### config.mk
export PLATFORM = sky130hd
export DESIGN_NAME = aes_block_uart_tx
export DESIGN_NICKNAME = d
export VERILOG_FILES = /design/src/rtl/aes_block_uart_tx.sv
export SDC_FILE = /design/constraint.sdc
export NUM_CORES = 1
export LEC_CHECK = 0
export ABC_AREA = 1
export CAP_MARGIN = 5
export CORE_UTILIZATION = 55
export DETAILED_ROUTE_END_ITERATION = 16
export PLACE_DENSITY = 0.9
export SETUP_SLACK_MARGIN = 0.4
export SYNTH_ARGS = -nofsm -noshare
export SYNTH_HDL_FRONTEND = slang
export SYNTH_SLANG_ARGS = --single-unit
### constraint.sdc
create_clock -name clk -period 5.1 [get_ports clk]
set_clock_uncertainty 0.2 [all_clocks]
set_input_delay 0.765 -clock clk [delete_from_list [all_inputs] [get_ports clk]]
set_output_delay 0.765 -clock clk [all_outputs]
set_load 0.005 [all_outputs]
### src/rtl/aes_block_uart_tx.sv
// ----------------------------------------------------------------------------
// aes_block_uart_tx
//
// Serialises one 128-bit encrypted block onto a UART transmit line as sixteen
// 8N1 characters. The most significant byte (encoded_data[127:120]) goes out
// first, and each byte is sent LSB first. The stop bit of one byte runs
// straight into the start bit of the next, with no extra gap.
//
// A frame starts on a rising edge of encoded_state. The level itself is
// ignored, so an upstream stage that holds "block ready" high for a long time
// produces exactly one frame. Rising edges that arrive while a frame is in
// flight are dropped, not queued.
//
// Parameters
//   CLOCK_PER_BIT  clock cycles per UART bit (2..65535)
//
// Ports
//   clk            system clock, rising-edge active
//   rst            synchronous active-high reset
//   encoded_data   128-bit block, sampled only on the capture edge
//   encoded_state  "block ready" level from the encryption stage
//   tx             UART serial line (idles high), registered
//   busy           high while a 16-byte frame is in progress, registered
//   done           one-cycle pulse at the end of the 16th stop bit, registered
// ----------------------------------------------------------------------------
module aes_block_uart_tx #(
    parameter int CLOCK_PER_BIT = 10417
) (
    input  logic         clk,
    input  logic         rst,
    input  logic [127:0] encoded_data,
    input  logic         encoded_state,
    output logic         tx,
    output logic         busy,
    output logic         done
);

    typedef enum logic [1:0] {
        IDLE  = 2'd0,
        START = 2'd1,
        DATA  = 2'd2,
        STOP  = 2'd3
    } state_t;

    // Last count value of a bit period.
    localparam logic [15:0] BAUD_LAST = 16'(CLOCK_PER_BIT - 1);

    state_t         state_reg;
    logic           prev_reg;
    logic [127:0]   shift_reg;
    logic [3:0]     byte_idx_reg;
    logic [2:0]     bit_idx_reg;
    logic [15:0]    baud_cnt_reg;
    logic           tx_reg;
    logic           busy_reg;
    logic           done_reg;

    logic           request;
    logic           baud_end;
    logic [7:0]     cur_byte;
    logic [2:0]     next_bit_idx;
    logic           next_data_bit;

    // Rising edge of the ready level. prev_reg resets to 1, so a level that is
    // already high when reset releases is not mistaken for a fresh request.
    assign request  = encoded_state & ~prev_reg;
    assign baud_end = (baud_cnt_reg == BAUD_LAST);

    // The byte being sent always sits in the top eight bits of the shift
    // register. The register moves left by a byte after each stop bit.
    generate
        for (genvar gi = 0; gi < 8; gi++) begin : g_cur_byte
            assign cur_byte[gi] = shift_reg[120 + gi];
        end
    endgenerate

    // The next data bit is loaded into tx on the edge that ends the current
    // bit. That keeps tx a plain register with no output mux after it.
    assign next_bit_idx  = bit_idx_reg + 3'd1;
    assign next_data_bit = cur_byte[next_bit_idx];

    always_ff @(posedge clk) begin
        if (rst) begin
            state_reg    <= IDLE;
            prev_reg     <= 1'b1;
            shift_reg    <= '0;
            byte_idx_reg <= '0;
            bit_idx_reg  <= '0;
            baud_cnt_reg <= '0;
            tx_reg       <= 1'b1;
            busy_reg     <= 1'b0;
            done_reg     <= 1'b0;
        end else begin
            prev_reg <= encoded_state;
            done_reg <= 1'b0;

            case (state_reg)
                IDLE: begin
                    tx_reg       <= 1'b1;
                    busy_reg     <= 1'b0;
                    baud_cnt_reg <= '0;
                    if (request) begin
                        // The start bit begins on the capture edge itself.
                        shift_reg    <= encoded_data;
                        byte_idx_reg <= '0;
                        bit_idx_reg  <= '0;
                        tx_reg       <= 1'b0;
                        busy_reg     <= 1'b1;
                        state_reg    <= START;
                    end
                end

                START: begin
                    if (baud_end) begin
                        baud_cnt_reg <= '0;
                        bit_idx_reg  <= '0;
                        tx_reg       <= cur_byte[0];
                        state_reg    <= DATA;
                    end else begin
                        baud_cnt_reg <= baud_cnt_reg + 16'd1;
                    end
                end

                DATA: begin
                    if (baud_end) begin
                        baud_cnt_reg <= '0;
                        if (bit_idx_reg == 3'd7) begin
                            tx_reg    <= 1'b1;
                            state_reg <= STOP;
                        end else begin
                            bit_idx_reg <= next_bit_idx;
                            tx_reg      <= next_data_bit;
                        end
                    end else begin
                        baud_cnt_reg <= baud_cnt_reg + 16'd1;
                    end
                end

                STOP: begin
                    if (baud_end) begin
                        baud_cnt_reg <= '0;
                        if (byte_idx_reg != 4'd15) begin
                            byte_idx_reg <= byte_idx_reg + 4'd1;
                            shift_reg    <= {shift_reg[119:0], 8'h00};
                            tx_reg       <= 1'b0;
                            state_reg    <= START;
                        end else begin
                            // The last stop bit ends here. done and the fall of
                            // busy share this edge. A request seen on this same
                            // edge is lost, because the FSM is not yet in IDLE.
                            byte_idx_reg <= '0;
                            tx_reg       <= 1'b1;
                            busy_reg     <= 1'b0;
                            done_reg     <= 1'b1;
                            state_reg    <= IDLE;
                        end
                    end else begin
                        baud_cnt_reg <= baud_cnt_reg + 16'd1;
                    end
                end

                default: begin
                    tx_reg    <= 1'b1;
                    busy_reg  <= 1'b0;
                    state_reg <= IDLE;
                end
            endcase
        end
    end

    assign tx   = tx_reg;
    assign busy = busy_reg;
    assign done = done_reg;

endmodule

==> flow_metrics.env <==
export IMPL_max_clock_freq_mhz=300
export IMPL_yosys_area_share_xor_xnor=0.00658
export IMPL_synth_seq_cells=157
export IMPL_final_hold_violation_count=0
export IMPL_final_weighted_congestion_in_routability_driven_placement=0.857
export IMPL_clockRootBuffer="clkbuf_16"
export IMPL_cts_max_path_buffers=2
export IMPL_finish_cell_count_without_fillers=1577
export IMPL_total_leakage_power_nw=4.86
export IMPL_drt_first_iter_violations=705
export IMPL_timing_critical_path_slowest_cell_delay_ns=0.67
export IMPL_groute_usage_overall=0.256
export IMPL_worst_hold_path_endpoint="baud_cnt_reg[0]"
export IMPL_critical_path_required_ns=5.26
export IMPL_synth_adder_area_share=0.0157
export IMPL_timing_rr_start="state_reg[0]"
export IMPL_util_after_layout=0.700
export IMPL_vias=7811
export IMPL_path_class_of_the_lowest_slack_min_delay_path="flip-flop to flip-flop"
export IMPL_crit_arrival_ns=3.49
export IMPL_timing_setup_critical_path_class="flip-flop to flip-flop"
export IMPL_synth_top_area_frac=0.393
export IMPL_drtAntennaViolNets=0
export IMPL_synthDominantAreaCellType="dfxtp_1"
export IMPL_cts_resized_gates=0
export IMPL_first_global_vias=6730
export IMPL_post_synth_mux_area_share=0
export IMPL_max_slew_margin=0.336
export IMPL_row_count=43
export IMPL_die_area_sq_mm=0.0150
export IMPL_finalWorstPathRequiredPeriod_ns=3.33
export IMPL_largest_register_ffs=128
export IMPL_drt_pass1_iter_count=5
export IMPL_multi_input_comb_area_sq_mm=0.00390
export IMPL_synth_compound_area_share=0.0974
export IMPL_hold_path_cell_count=1
export IMPL_cell_count_after_placement=1545
export IMPL_grt_max_degree=241
export IMPL_postRouteWirelength_um=18900
export IMPL_mappedNetlistNets=1439
export IMPL_clock_tree_htree_level_count=4
export IMPL_seq_area_frac_synth=0.393
export IMPL_fillerInstances=1171
export IMPL_drv_cap=0
export IMPL_post_synth_and_or_nand_nor_area_fraction=0.368
export IMPL_grt_antenna_before_repair=0
export IMPL_finalMaxSlewViolations=0
export IMPL_grt_pass1_wl_um=30300
export IMPL_timing_rr_end="shift_reg[81]"
export IMPL_chip_height_um=123
export IMPL_fin_crit_sh=0.653
export IMPL_overflow=0
export IMPL_finish_net_count=1525
export IMPL_floorplan_initialDensity=0.569
export IMPL_largest_family_of_logic_cells_by_synthesized_area="simple AND/OR/NAND/NOR gates"
export IMPL_ioPinCount=134
export IMPL_postCtsSetupBuffers=0
export IMPL_cts_tree="yes"
export IMPL_startpoint_of_the_most_critical_hold_path="baud_cnt_reg[0]"
export IMPL_area_growth_pct=23.1
export IMPL_portBuffers=133
export IMPL_status="complete, no violations"
export IMPL_grt_setup_unrepaired="false"
export IMPL_wl_per_cell_um=12.0
export IMPL_power_density_mw_per_mm2=565
export IMPL_ff_latch_area_sq_mm=0.00314
export IMPL_die_span_x_um=123
export IMPL_drc=0
export IMPL_post_synth_cell_area_avg_sq_um=6.15
export IMPL_clkSlewWorstSetupHoldPaths_ns=0.06
export IMPL_final_layout_size_suffix_gt1_frac=0.0344
export IMPL_yosys_warnings=0
export IMPL_final_number_of_setup_violating_endpoints=0
export IMPL_setup_tns_ns=0
export IMPL_vias_per_cell=4.95
export IMPL_netlist_top_cells_area="dfxtp_1 39%, nand2_1 21%, nor2_1 12%"
export IMPL_synthesis_instances=1298
export IMPL_post_synth_instance_area_sq_mm=0.00799
export IMPL_tightestPinTransition_ns=0.996
export IMPL_crit_path_cell_trace="ha_1 > inv_6 > buf_4 > buf_4 > nand2_1 > o21ai_0 > nor2_1 > nor2_1"
export IMPL_end_kind="flip-flop"
export IMPL_crit_fanout=86
export IMPL_core_area_sq_mm=0.0140
export IMPL_clkSinkCount=157
export IMPL_r2r_slack_ns=1.77
export IMPL_antennaDiodeCount=0
export IMPL_vdd_ir_drop_max_mv=0.914
export IMPL_worst_setup_path_start_kind="flip-flop"
export IMPL_synth_lib_cells_used_distinct=30
export IMPL_cts_hold_buffers=0
export IMPL_place_detailed_hpwl_um=12400
export IMPL_cp_slowest_cell="buf_4"
export IMPL_worstSkewPairLatency_ns=0.42
export IMPL_tritoncts_num_buffers=17
export IMPL_ff2ff_path_depth=8
## cell usage after synthesis
master / number
nand2_1: 439
nor2_1: 251
dfxtp_1: 157
inv_1: 147
o21ai_0: 119
a21oi_1: 32
clkbuf_1: 32
buf_2: 28
nand4_1: 20
nand3_1: 18
ha_1: 10
buf_6: 9
nor3_1: 5
xor2_1: 5
inv_2: 4
buf_1: 3
nand3b_1: 2
nor2_2: 2
nor4_1: 2
o211ai_1: 2
or2_2: 2
a211oi_1: 1
and3_1: 1
buf_4: 1
nand2_2: 1
nand2_4: 1
nand3_2: 1
nand3_4: 1
nor3b_1: 1
xnor2_1: 1
## where the power goes
part	total, mW	internal (mW)	switching [mW]
clock	1.27	0.796	0.478
sequential	1.84	1.69	0.144
combinational	2.44	0.816	1.63
total	5.55	3.30	2.25
## worst max-delay path, delay by kind of cell (launching register included)
family | cells | cell delay [ns]
AO/OA/AOI/OAI | 1 | 0.11
adder cells (fa/ha/maj) | 1 | 0.45
buffers and inverters | 3 | 1.74
flip-flops | 1 | 0.35
AND/OR/NAND/NOR | 3 | 0.34
## through the flow
step	instance area, sq um	setup WS [ns]	power (mW)	hold slack, ns
finish	9830	1.77	5.55	0.256
global route	9830	1.45	6.06	0.275
floorplan	7990	3.04	3.87	0.230
global placement	9240	1.81	4.17	0.241
detailed placement	9240	1.75	4.24	0.250
CTS	9830	1.83	5.54	0.260
## routing by layer
| layer | global-route usage | vias up | share of wire | wire length [um] |
|---|---|---|---|---|
| met5 | 0 | - | 0 | 0 |
| met4 | 0.0976 | 0 | 0.020 | 383 |
| met3 | 0.0465 | 33 | 0.057 | 1080 |
| met2 | 0.412 | 236 | 0.46 | 8700 |
| met1 | 0.340 | 3442 | 0.46 | 8750 |
| li1 | - | 4100 | - | - |
## cell type report
type | count | share of cell area
clock buffer | 26 | 0.0528
inverter | 151 | 0.0583
clock inverter | 6 | 0.00814
multi-input combinational | 917 | 0.396
sequential | 157 | 0.320
timing repair buffer | 140 | 0.142
tap | 180 | 0.0229
## worst max-delay path by stage
stage	cells after the start	start	slack [ns]	endpoint
4_1_cts	7	state_reg[0]	1.83	shift_reg[107]
3_5_place_dp	10	encoded_state	1.75	shift_reg[66]
6_report	8	state_reg[0]	1.77	shift_reg[81]
3_3_place_gp	9	encoded_state	1.81	shift_reg[117]
5_1_grt	8	state_reg[0]	1.45	shift_reg[32]
2_1_floorplan	9	encoded_state	3.04	shift_reg[0]
## cell usage in the layout (no fill, tap or decap), types with 2 or more instances in the layout
cell type,n
nand4_1,20
or2_2,2
nor3_1,5
nor2_2,2
clkbuf_8,6
nand3_1,18
nor4_1,2
clkbuf_1,3
clkinv_2,5
xor2_1,5
a21oi_1,32
dfxtp_1,157
clkdlybuf4s50_1,133
ha_1,10
nand2_1,439
bufinv_16,2
inv_2,2
nor2_1,251
o21ai_0,119
buf_4,6
o211ai_1,2
nand3b_1,2
clkbuf_16,17
inv_1,147
## logic make-up after synthesis
| group | Yosys count |
|---|---|
| AOI/OAI and AO/OA | 154 |
| and+or+nand+nor | 747 |
| buffers and inverters | 224 |
| adders and majority gates | 10 |
| xor gates and xnor gates | 6 |
| DFF | 157 |
Power figures use the tool's default switching activity.
